[src/rtl/multicycle_controller_pkg.sv]
// Shared definitions for the multi-cycle MIPS controller: opcodes, states, mux encodings.
// Latency: n/a (types and constants only).
// Backpressure: n/a.
package multicycle_controller_pkg;

    localparam logic [5:0] OP_RTYPE = 6'h00;
    localparam logic [5:0] OP_LW    = 6'h23;
    localparam logic [5:0] OP_SW    = 6'h2B;
    localparam logic [5:0] OP_BEQ   = 6'h04;
    localparam logic [5:0] OP_BNE   = 6'h05;
    localparam logic [5:0] OP_J     = 6'h02;

    typedef enum logic [3:0] {
        S_IDLE     = 4'd0,
        S_FETCH    = 4'd1,
        S_DECODE   = 4'd2,
        S_MEM_ADDR = 4'd3,
        S_MEM_RD   = 4'd4,
        S_MEM_WB   = 4'd5,
        S_MEM_WR   = 4'd6,
        S_EXEC     = 4'd7,
        S_R_WB     = 4'd8,
        S_BRANCH   = 4'd9,
        S_JUMP     = 4'd10,
        S_TRAP     = 4'd11
    } state_e;

    // ALU operand B select
    localparam logic [1:0] SRCB_REG     = 2'b00;
    localparam logic [1:0] SRCB_FOUR    = 2'b01;
    localparam logic [1:0] SRCB_IMM     = 2'b10;
    localparam logic [1:0] SRCB_IMM_SH2 = 2'b11;

    // ALU operation select
    localparam logic [1:0] ALUOP_ADD   = 2'b00;
    localparam logic [1:0] ALUOP_SUB   = 2'b01;
    localparam logic [1:0] ALUOP_FUNCT = 2'b10;

    // Next-PC source select
    localparam logic [1:0] PCSRC_ALU    = 2'b00;
    localparam logic [1:0] PCSRC_ALUOUT = 2'b01;
    localparam logic [1:0] PCSRC_JUMP   = 2'b10;

    typedef struct packed {
        logic       pc_write;
        logic       pc_write_cond;
        logic       zero_inv;
        logic       iord;
        logic       mem_read;
        logic       mem_write;
        logic       ir_write;
        logic       mem_to_reg;
        logic       reg_dst;
        logic       reg_write;
        logic       alu_src_a;
        logic [1:0] alu_src_b;
        logic [1:0] alu_op;
        logic [1:0] pc_source;
    } ctrl_t;

    function automatic logic is_mem_op(input logic [5:0] op);
        return (op == OP_LW) || (op == OP_SW);
    endfunction

endpackage

[src/rtl/multicycle_controller_if.sv]
// Controller <-> datapath bundle: opcode/mem_ready in, control word and debug state out.
// Latency: n/a (wiring only).
// Backpressure: mem_ready is the memory port's completion handshake.
interface multicycle_controller_if;
    import multicycle_controller_pkg::*;

    logic [5:0] opcode;
    logic       mem_ready;
    logic       pc_write;
    logic       pc_write_cond;
    logic       zero_inv;
    logic       iord;
    logic       mem_read;
    logic       mem_write;
    logic       ir_write;
    logic       mem_to_reg;
    logic       reg_dst;
    logic       reg_write;
    logic       alu_src_a;
    logic [1:0] alu_src_b;
    logic [1:0] alu_op;
    logic [1:0] pc_source;
    state_e     state;

    // Controller side
    modport master (
        input  opcode, mem_ready,
        output pc_write, pc_write_cond, zero_inv, iord, mem_read, mem_write,
               ir_write, mem_to_reg, reg_dst, reg_write, alu_src_a, alu_src_b,
               alu_op, pc_source, state
    );

    // Datapath / memory side
    modport slave (
        output opcode, mem_ready,
        input  pc_write, pc_write_cond, zero_inv, iord, mem_read, mem_write,
               ir_write, mem_to_reg, reg_dst, reg_write, alu_src_a, alu_src_b,
               alu_op, pc_source, state
    );
endinterface

[src/rtl/multicycle_output_decode.sv]
// Pure combinational state -> control word decode (Moore, plus mem_ready gating in FETCH).
// Latency: 0 cycles, combinational.
// Backpressure: ir_write/pc_write in FETCH only fire on the mem_ready cycle.
module multicycle_output_decode
    import multicycle_controller_pkg::*;
(
    input  state_e state_i,
    input  logic   mem_ready_i,
    input  logic   zero_sel_i,    // opcode[0]: distinguishes bne from beq
    output ctrl_t  ctrl_o
);

    // Control word per state; IDLE and TRAP fall through to all-zero
    always_comb begin
        ctrl_o = '0;
        case (state_i)
            S_FETCH: begin
                ctrl_o.mem_read  = 1'b1;
                ctrl_o.alu_src_b = SRCB_FOUR;
                ctrl_o.alu_op    = ALUOP_ADD;
                ctrl_o.pc_source = PCSRC_ALU;
                // Only latch IR and bump PC once the instruction word has arrived
                ctrl_o.ir_write  = mem_ready_i;
                ctrl_o.pc_write  = mem_ready_i;
            end
            S_DECODE: begin
                ctrl_o.alu_src_b = SRCB_IMM_SH2;
                ctrl_o.alu_op    = ALUOP_ADD;
            end
            S_MEM_ADDR: begin
                ctrl_o.alu_src_a = 1'b1;
                ctrl_o.alu_src_b = SRCB_IMM;
                ctrl_o.alu_op    = ALUOP_ADD;
            end
            S_MEM_RD: begin
                ctrl_o.mem_read = 1'b1;
                ctrl_o.iord     = 1'b1;
            end
            S_MEM_WB: begin
                ctrl_o.reg_write  = 1'b1;
                ctrl_o.mem_to_reg = 1'b1;
            end
            S_MEM_WR: begin
                ctrl_o.mem_write = 1'b1;
                ctrl_o.iord      = 1'b1;
            end
            S_EXEC: begin
                ctrl_o.alu_src_a = 1'b1;
                ctrl_o.alu_src_b = SRCB_REG;
                ctrl_o.alu_op    = ALUOP_FUNCT;
            end
            S_R_WB: begin
                ctrl_o.reg_write = 1'b1;
                ctrl_o.reg_dst   = 1'b1;
            end
            S_BRANCH: begin
                ctrl_o.alu_src_a     = 1'b1;
                ctrl_o.alu_src_b     = SRCB_REG;
                ctrl_o.alu_op        = ALUOP_SUB;
                ctrl_o.pc_write_cond = 1'b1;
                ctrl_o.pc_source     = PCSRC_ALUOUT;
                ctrl_o.zero_inv      = zero_sel_i;
            end
            S_JUMP: begin
                ctrl_o.pc_write  = 1'b1;
                ctrl_o.pc_source = PCSRC_JUMP;
            end
            default: ;
        endcase
    end

endmodule

[src/rtl/multicycle_controller.sv]
// Multi-cycle MIPS sequencer (FETCH/DECODE/EXEC/MEM/WB); MULTICYCLE_ILLEGAL_TRAP_EN traps bad opcodes.
// Latency: R 4, lw 5, sw 4, beq/bne 3, j 3 cycles, plus 1 per memory wait cycle.
// Backpressure: FETCH, MEM_RD and MEM_WR hold (strobes asserted) until mem_ready.
module multicycle_controller
    import multicycle_controller_pkg::*;
(
    input  logic                    clk,
    input  logic                    rst_n,
    multicycle_controller_if.master bus
);

    state_e state_q;
    state_e state_d;
    ctrl_t  ctrl;

    // State register; async reset drops any in-flight strobe immediately
    always_ff @(posedge clk or negedge rst_n) begin
        if (!rst_n) begin
            state_q <= S_IDLE;
        end else begin
            state_q <= state_d;
        end
    end

    // Next-state; opcode is stable from the IR since ir_write is low outside FETCH
    always_comb begin
        state_d = state_q;
        case (state_q)
            S_IDLE:   state_d = S_FETCH;
            S_FETCH:  if (bus.mem_ready) state_d = S_DECODE;
            S_DECODE: begin
                if (bus.opcode == OP_RTYPE) begin
                    state_d = S_EXEC;
                end else if (is_mem_op(bus.opcode)) begin
                    state_d = S_MEM_ADDR;
                end else if ((bus.opcode == OP_BEQ) || (bus.opcode == OP_BNE)) begin
                    state_d = S_BRANCH;
                end else if (bus.opcode == OP_J) begin
                    state_d = S_JUMP;
                end else begin
`ifdef MULTICYCLE_ILLEGAL_TRAP_EN
                    state_d = S_TRAP;
`else
                    state_d = S_FETCH;
`endif
                end
            end
            S_MEM_ADDR: state_d = (bus.opcode == OP_SW) ? S_MEM_WR : S_MEM_RD;
            S_MEM_RD:   if (bus.mem_ready) state_d = S_MEM_WB;
            S_MEM_WB:   state_d = S_FETCH;
            S_MEM_WR:   if (bus.mem_ready) state_d = S_FETCH;
            S_EXEC:     state_d = S_R_WB;
            S_R_WB:     state_d = S_FETCH;
            S_BRANCH:   state_d = S_FETCH;
            S_JUMP:     state_d = S_FETCH;
            S_TRAP:     state_d = S_TRAP;
            default:    state_d = S_IDLE;
        endcase
    end

    // Output decode from current state
    multicycle_output_decode u_decode (
        .state_i     (state_q),
        .mem_ready_i (bus.mem_ready),
        .zero_sel_i  (bus.opcode[0]),
        .ctrl_o      (ctrl)
    );

    assign bus.pc_write      = ctrl.pc_write;
    assign bus.pc_write_cond = ctrl.pc_write_cond;
    assign bus.zero_inv      = ctrl.zero_inv;
    assign bus.iord          = ctrl.iord;
    assign bus.mem_read      = ctrl.mem_read;
    assign bus.mem_write     = ctrl.mem_write;
    assign bus.ir_write      = ctrl.ir_write;
    assign bus.mem_to_reg    = ctrl.mem_to_reg;
    assign bus.reg_dst       = ctrl.reg_dst;
    assign bus.reg_write     = ctrl.reg_write;
    assign bus.alu_src_a     = ctrl.alu_src_a;
    assign bus.alu_src_b     = ctrl.alu_src_b;
    assign bus.alu_op        = ctrl.alu_op;
    assign bus.pc_source     = ctrl.pc_source;
    assign bus.state         = state_q;

endmodule

[src/flat_wrapper.sv]
// flat-port wrapper written by rule: the top's interface ports become plain ports
module multicycle_controller_flat import multicycle_controller_pkg::*;
  (clk, rst_n, bus_opcode, bus_mem_ready, bus_pc_write, bus_pc_write_cond, bus_zero_inv, bus_iord, bus_mem_read, bus_mem_write, bus_ir_write, bus_mem_to_reg, bus_reg_dst, bus_reg_write, bus_alu_src_a, bus_alu_src_b, bus_alu_op, bus_pc_source, bus_state);
  multicycle_controller_if bus_i ();
  input  logic clk;
  input  logic rst_n;
  input wire logic [$bits(bus_i.opcode)-1:0] bus_opcode;
  input wire logic [$bits(bus_i.mem_ready)-1:0] bus_mem_ready;
  output wire logic [$bits(bus_i.pc_write)-1:0] bus_pc_write;
  output wire logic [$bits(bus_i.pc_write_cond)-1:0] bus_pc_write_cond;
  output wire logic [$bits(bus_i.zero_inv)-1:0] bus_zero_inv;
  output wire logic [$bits(bus_i.iord)-1:0] bus_iord;
  output wire logic [$bits(bus_i.mem_read)-1:0] bus_mem_read;
  output wire logic [$bits(bus_i.mem_write)-1:0] bus_mem_write;
  output wire logic [$bits(bus_i.ir_write)-1:0] bus_ir_write;
  output wire logic [$bits(bus_i.mem_to_reg)-1:0] bus_mem_to_reg;
  output wire logic [$bits(bus_i.reg_dst)-1:0] bus_reg_dst;
  output wire logic [$bits(bus_i.reg_write)-1:0] bus_reg_write;
  output wire logic [$bits(bus_i.alu_src_a)-1:0] bus_alu_src_a;
  output wire logic [$bits(bus_i.alu_src_b)-1:0] bus_alu_src_b;
  output wire logic [$bits(bus_i.alu_op)-1:0] bus_alu_op;
  output wire logic [$bits(bus_i.pc_source)-1:0] bus_pc_source;
  output wire logic [$bits(bus_i.state)-1:0] bus_state;
  assign bus_i.opcode = bus_opcode;
  assign bus_i.mem_ready = bus_mem_ready;
  assign bus_pc_write = bus_i.pc_write;
  assign bus_pc_write_cond = bus_i.pc_write_cond;
  assign bus_zero_inv = bus_i.zero_inv;
  assign bus_iord = bus_i.iord;
  assign bus_mem_read = bus_i.mem_read;
  assign bus_mem_write = bus_i.mem_write;
  assign bus_ir_write = bus_i.ir_write;
  assign bus_mem_to_reg = bus_i.mem_to_reg;
  assign bus_reg_dst = bus_i.reg_dst;
  assign bus_reg_write = bus_i.reg_write;
  assign bus_alu_src_a = bus_i.alu_src_a;
  assign bus_alu_src_b = bus_i.alu_src_b;
  assign bus_alu_op = bus_i.alu_op;
  assign bus_pc_source = bus_i.pc_source;
  assign bus_state = bus_i.state;
  multicycle_controller u_core (.clk(clk), .rst_n(rst_n), .bus(bus_i));
endmodule
[config.mk]
export PLATFORM = sky130hd
export DESIGN_NAME = multicycle_controller_flat
export DESIGN_NICKNAME = d
export VERILOG_FILES = /design/src/rtl/multicycle_controller_pkg.sv /design/src/rtl/multicycle_controller_if.sv /design/src/rtl/multicycle_output_decode.sv /design/src/rtl/multicycle_controller.sv /design/src/flat_wrapper.sv
export SDC_FILE = /design/constraint.sdc
export NUM_CORES = 1
export LEC_CHECK = 0
export CAP_MARGIN = 20
export CORE_AREA = 2 2 43 45
export DETAILED_ROUTE_END_ITERATION = 12
export DIE_AREA = 0 0 45 47
export GPL_TIMING_DRIVEN = 0
export PLACE_DENSITY = 0.73
export SLEW_MARGIN = 20
export SYNTH_ARGS = -nofsm -noshare
export SYNTH_HDL_FRONTEND = slang
export SYNTH_HIERARCHICAL = 1
export SYNTH_SLANG_ARGS = --single-unit
[constraint.sdc]
create_clock -name clk -period 1.53 [get_ports clk]
set_input_delay 0.153 -clock clk [delete_from_list [all_inputs] [get_ports clk]]
set_output_delay 0.153 -clock clk [all_outputs]
set_load 0.01 [all_outputs]
==> results of run 1 <==
==> cell usage in the layout, fill, tap and decap left out, types with 2 or more instances in the layout <==
cell,Yosys,final
clkbuf_4,0,4
or3b_1,2,2
and2_1,2,2
dfrtp_2,0,4
nand2b_1,4,3
inv_1,2,2
nand2b_4,1,2
nor3_2,2,2
a21oi_1,4,3
clkdlybuf4s50_1,0,12
buf_6,2,8
dlygate4sd2_1,0,2
nand3b_1,2,2
nand2_1,4,4
clkbuf_2,1,8
buf_4,0,9
o21ai_0,2,2
buf_2,5,8
nor2_1,11,11
xor2_1,2,2
==> metal layers <==
| metal | vias to the layer above | track usage |
|---|---|---|
| li1 | 364 | - |
| met1 | 338 | 0.185 |
| met2 | 31 | 0.311 |
| met3 | 0 | 0.0500 |
| met4 | 0 | 0.0176 |
| met5 | - | 0 |
==> cells in the mapped netlist, types with 2 or more instances <==
| library cell | n | area (um^2) |
|---|---|---|
| nor4bb_1 | 2 | 20.0 |
| inv_1 | 2 | 7.51 |
| or3b_1 | 2 | 17.5 |
| dfrtp_1 | 4 | 100 |
| o21ai_0 | 2 | 10.0 |
| nor3b_1 | 2 | 15.0 |
| a21oi_1 | 4 | 20.0 |
| buf_2 | 5 | 25.0 |
| a211oi_1 | 2 | 15.0 |
| nand2_1 | 4 | 15.0 |
| nand3b_1 | 2 | 15.0 |
| nor3_2 | 2 | 20.0 |
| nor3_1 | 2 | 10.0 |
| xor2_1 | 2 | 17.5 |
| nand2b_1 | 4 | 25.0 |
| nor2_1 | 11 | 41.3 |
| buf_6 | 2 | 22.5 |
| and2_1 | 2 | 12.5 |
==> power by group through the flow <==
stage	sequential, mW	combinational, mW	clock (mW)
after global placement	0.237	1.26	0
after CTS	0.213	1.43	0.134
after floorplan	0.236	0.763	0
final	0.217	1.55	0.129
after detailed placement	0.236	1.28	0
after global routing	0.229	1.68	0.145
==> per-stage QoR <==
step                      total power [mW]  setup WS, ns
after CTS                             1.78       -0.0792
after detailed placement              1.52        -0.218
after floorplan                      0.999         0.225
final                                 1.89       -0.0151
after global routing                  2.05       -0.0762
after global placement                1.50        -0.209
==> repair_timing <==
item,in CTS,in global routing
pin swaps,2,3
endpoints found under the setup margin,17,15
resized for setup,56,26
hold endpoints to repair,0,0
buffers inserted,9,2
==> cell families after synthesis <==
logic type                share of synthesized area
AOI/OAI and AO/OA                             0.171
xor gates and xnor gates                     0.0455
buffers and inverters                         0.104
DFF                                           0.173
muxes                                        0.0368
and+or+nand+nor                               0.470
==> worst max-delay path by stage <==
stage	startpoint	endpoint	slack [ns]	depth (start not counted)
3_3_place_gp	bus_mem_ready	bus_ir_write	-0.21	3
6_report	u_core/bus.state[2]	bus_reg_write	-0.02	4
3_5_place_dp	u_core/bus.state[3]	bus_alu_op[0]	-0.22	3
4_1_cts	u_core/bus.state[1]	bus_ir_write	-0.08	3
5_1_grt	u_core/bus.state[2]	bus_reg_write	-0.08	4
2_1_floorplan	u_core/bus.state[0]	bus_alu_src_b[0]	0.23	3
==> layout make-up <==
class	instances	area [um^2]	area share
Multi-Input combinational cell	62	465	0.463
Tap cell	17	21.3	0.0212
Timing Repair Buffer	40	310	0.309
Buffer	8	72.6	0.0722
Clock buffer	3	22.5	0.0224
Sequential cell	4	105	0.105
Inverter	2	7.51	0.00747
==> results_dict.tcl, run 1 <==
set metrics [dict create \
    placed_cell_area_um2 890 \
    cts_tree "yes" \
    crit_path_end_kind "output pin" \
    io_pins 30 \
    place_inst 122 \
    period_minus_slack_ns 1.55 \
    maxUsedRoutingLayer "met3" \
    final_nets 130 \
    grt_remaining_overflow 0 \
    die_area_mm2 0.00212 \
    path_cells "buf_6, or3b_1, a21oi_2, buf_2" \
    ant_nets 0 \
    stdcell_area_mm2 0.00100 \
    worst_slew_pin_slew_ns 0.325 \
    ys_ff_latch 4 \
    status "finished, violations left" \
    setup_tns_ns -0.0151 \
    dpl.hpwl_mm 1.17 \
    synth_cell_types 38 \
    yosysWarningCount 6 \
    synthCells 76 \
    leakage_nw 0.450 \
    grt_pass1_wl_mm 2.59 \
    p_clk_frac 0.068 \
    fp.coreArea_mm2 0.00165 \
    violations "negative setup slack" \
    yosys_most_used_dff "dfrtp_1" \
    p_per_area_mw_per_mm2 1890 \
    root_buffer "clkbuf_4" \
    grt.total_usage 0.164 \
    rsz0062_at_grt "yes" \
    syn_to_final_growth_pct 73.8 \
    crit_path_max_fanout 4 \
    worst_slack_ns -0.0151 \
    drtPass1Iterations 4 \
    cp_num_buf_inv 2 \
    grt_pass1_vias 644 \
    wl_met3_um 145 \
    largest_register_ff_count 4 \
    cts_hold_buf 0 \
    seqPwrFrac 0.115 \
    met2_length_um 843 \
    final-setup-viol-count 1 \
    final_util 0.608 \
    yosysSeqAreaShare 0.173 \
    h-tree-depth 1 \
    initialDrtViolationCount 6 \
    drv_slew 0 \
    setup.worst_path.start_class "flop" \
    clkSinkCount 4 \
    routed_wl_mm 1.68 \
    wire_per_inst_um 12.3 \
    viasPerCell 5.39 \
    cp_data_arrival_time_ns 1.39 \
    clkTransAtPathRegs_ns 0.04 \
    synth-edff-count 0 \
    insertion_delay_ns 0.23 \
    holdWs_ns 0.116 \
    drc_errors 0 \
    drv_cap 0 \
    cpPeakStageDelay_ns 0.42 \
    p_comb_frac 0.817 \
    r2r_cells 6 \
    placementRows 15 \
    max_freq_mhz 647 \
    syn_nets 85 \
    cts_buffers 3 \
    r2r_slack_ns 0.12 \
    m1WireLength_um 690 \
    relSlewSlack 0.781 \
    fin_skew_ns 0.00601 \
    slowest_stage "dfrtp_2" \
    initial_core_util 0.350 \
    port-buffer-count 29 \
    power_switching_uw 830 \
    fp.dieH_um 47 \
    antenna_cells 0 \
    grt_max_degree 11 \
    synth_area_um2 578 \
    drive_gt1_frac 0.454 \
    r2r-start "u_core/bus.state[0]" \
    async_flop_share 1.00 \
    fillers 142 \
    gp_congestion 0.798 \
    synth.avg_cell_area_um2 7.61 \
    switching_share 0.438 \
    r2r-end "u_core/bus.state[2]" \
    hold_path.class "input pin to asynchronous set/reset pin" \
    vdd_ir_drop_max_uv 1080 \
    required_ns 1.38 \
    period_share 1.01 \
    layout.cells.non_filler 136 \
    antenna_found_initial 0 \
    die_x_um 45 \
    vias 733 \
    clock_path_buffers 2 \
    crit_family "flip-flops" \
    criticalPathCategory "flop to output pin" \
    hold_viol_final 0 \
    p_int_mw 1.07 \
]
No activity file was read; power rests on OpenSTA's default activity.
==> run 2: changes to the inputs <==
--- a/config.mk
+++ b/config.mk
@@ -5,7 +5,6 @@
 export SDC_FILE = /design/constraint.sdc
 export NUM_CORES = 1
 export LEC_CHECK = 0
-export CAP_MARGIN = 20
 export CORE_AREA = 2 2 43 45
 export DETAILED_ROUTE_END_ITERATION = 12
 export DIE_AREA = 0 0 45 47
==> results of run 2 <==
Final layout, timing and power as in run 1 (identical DEF).
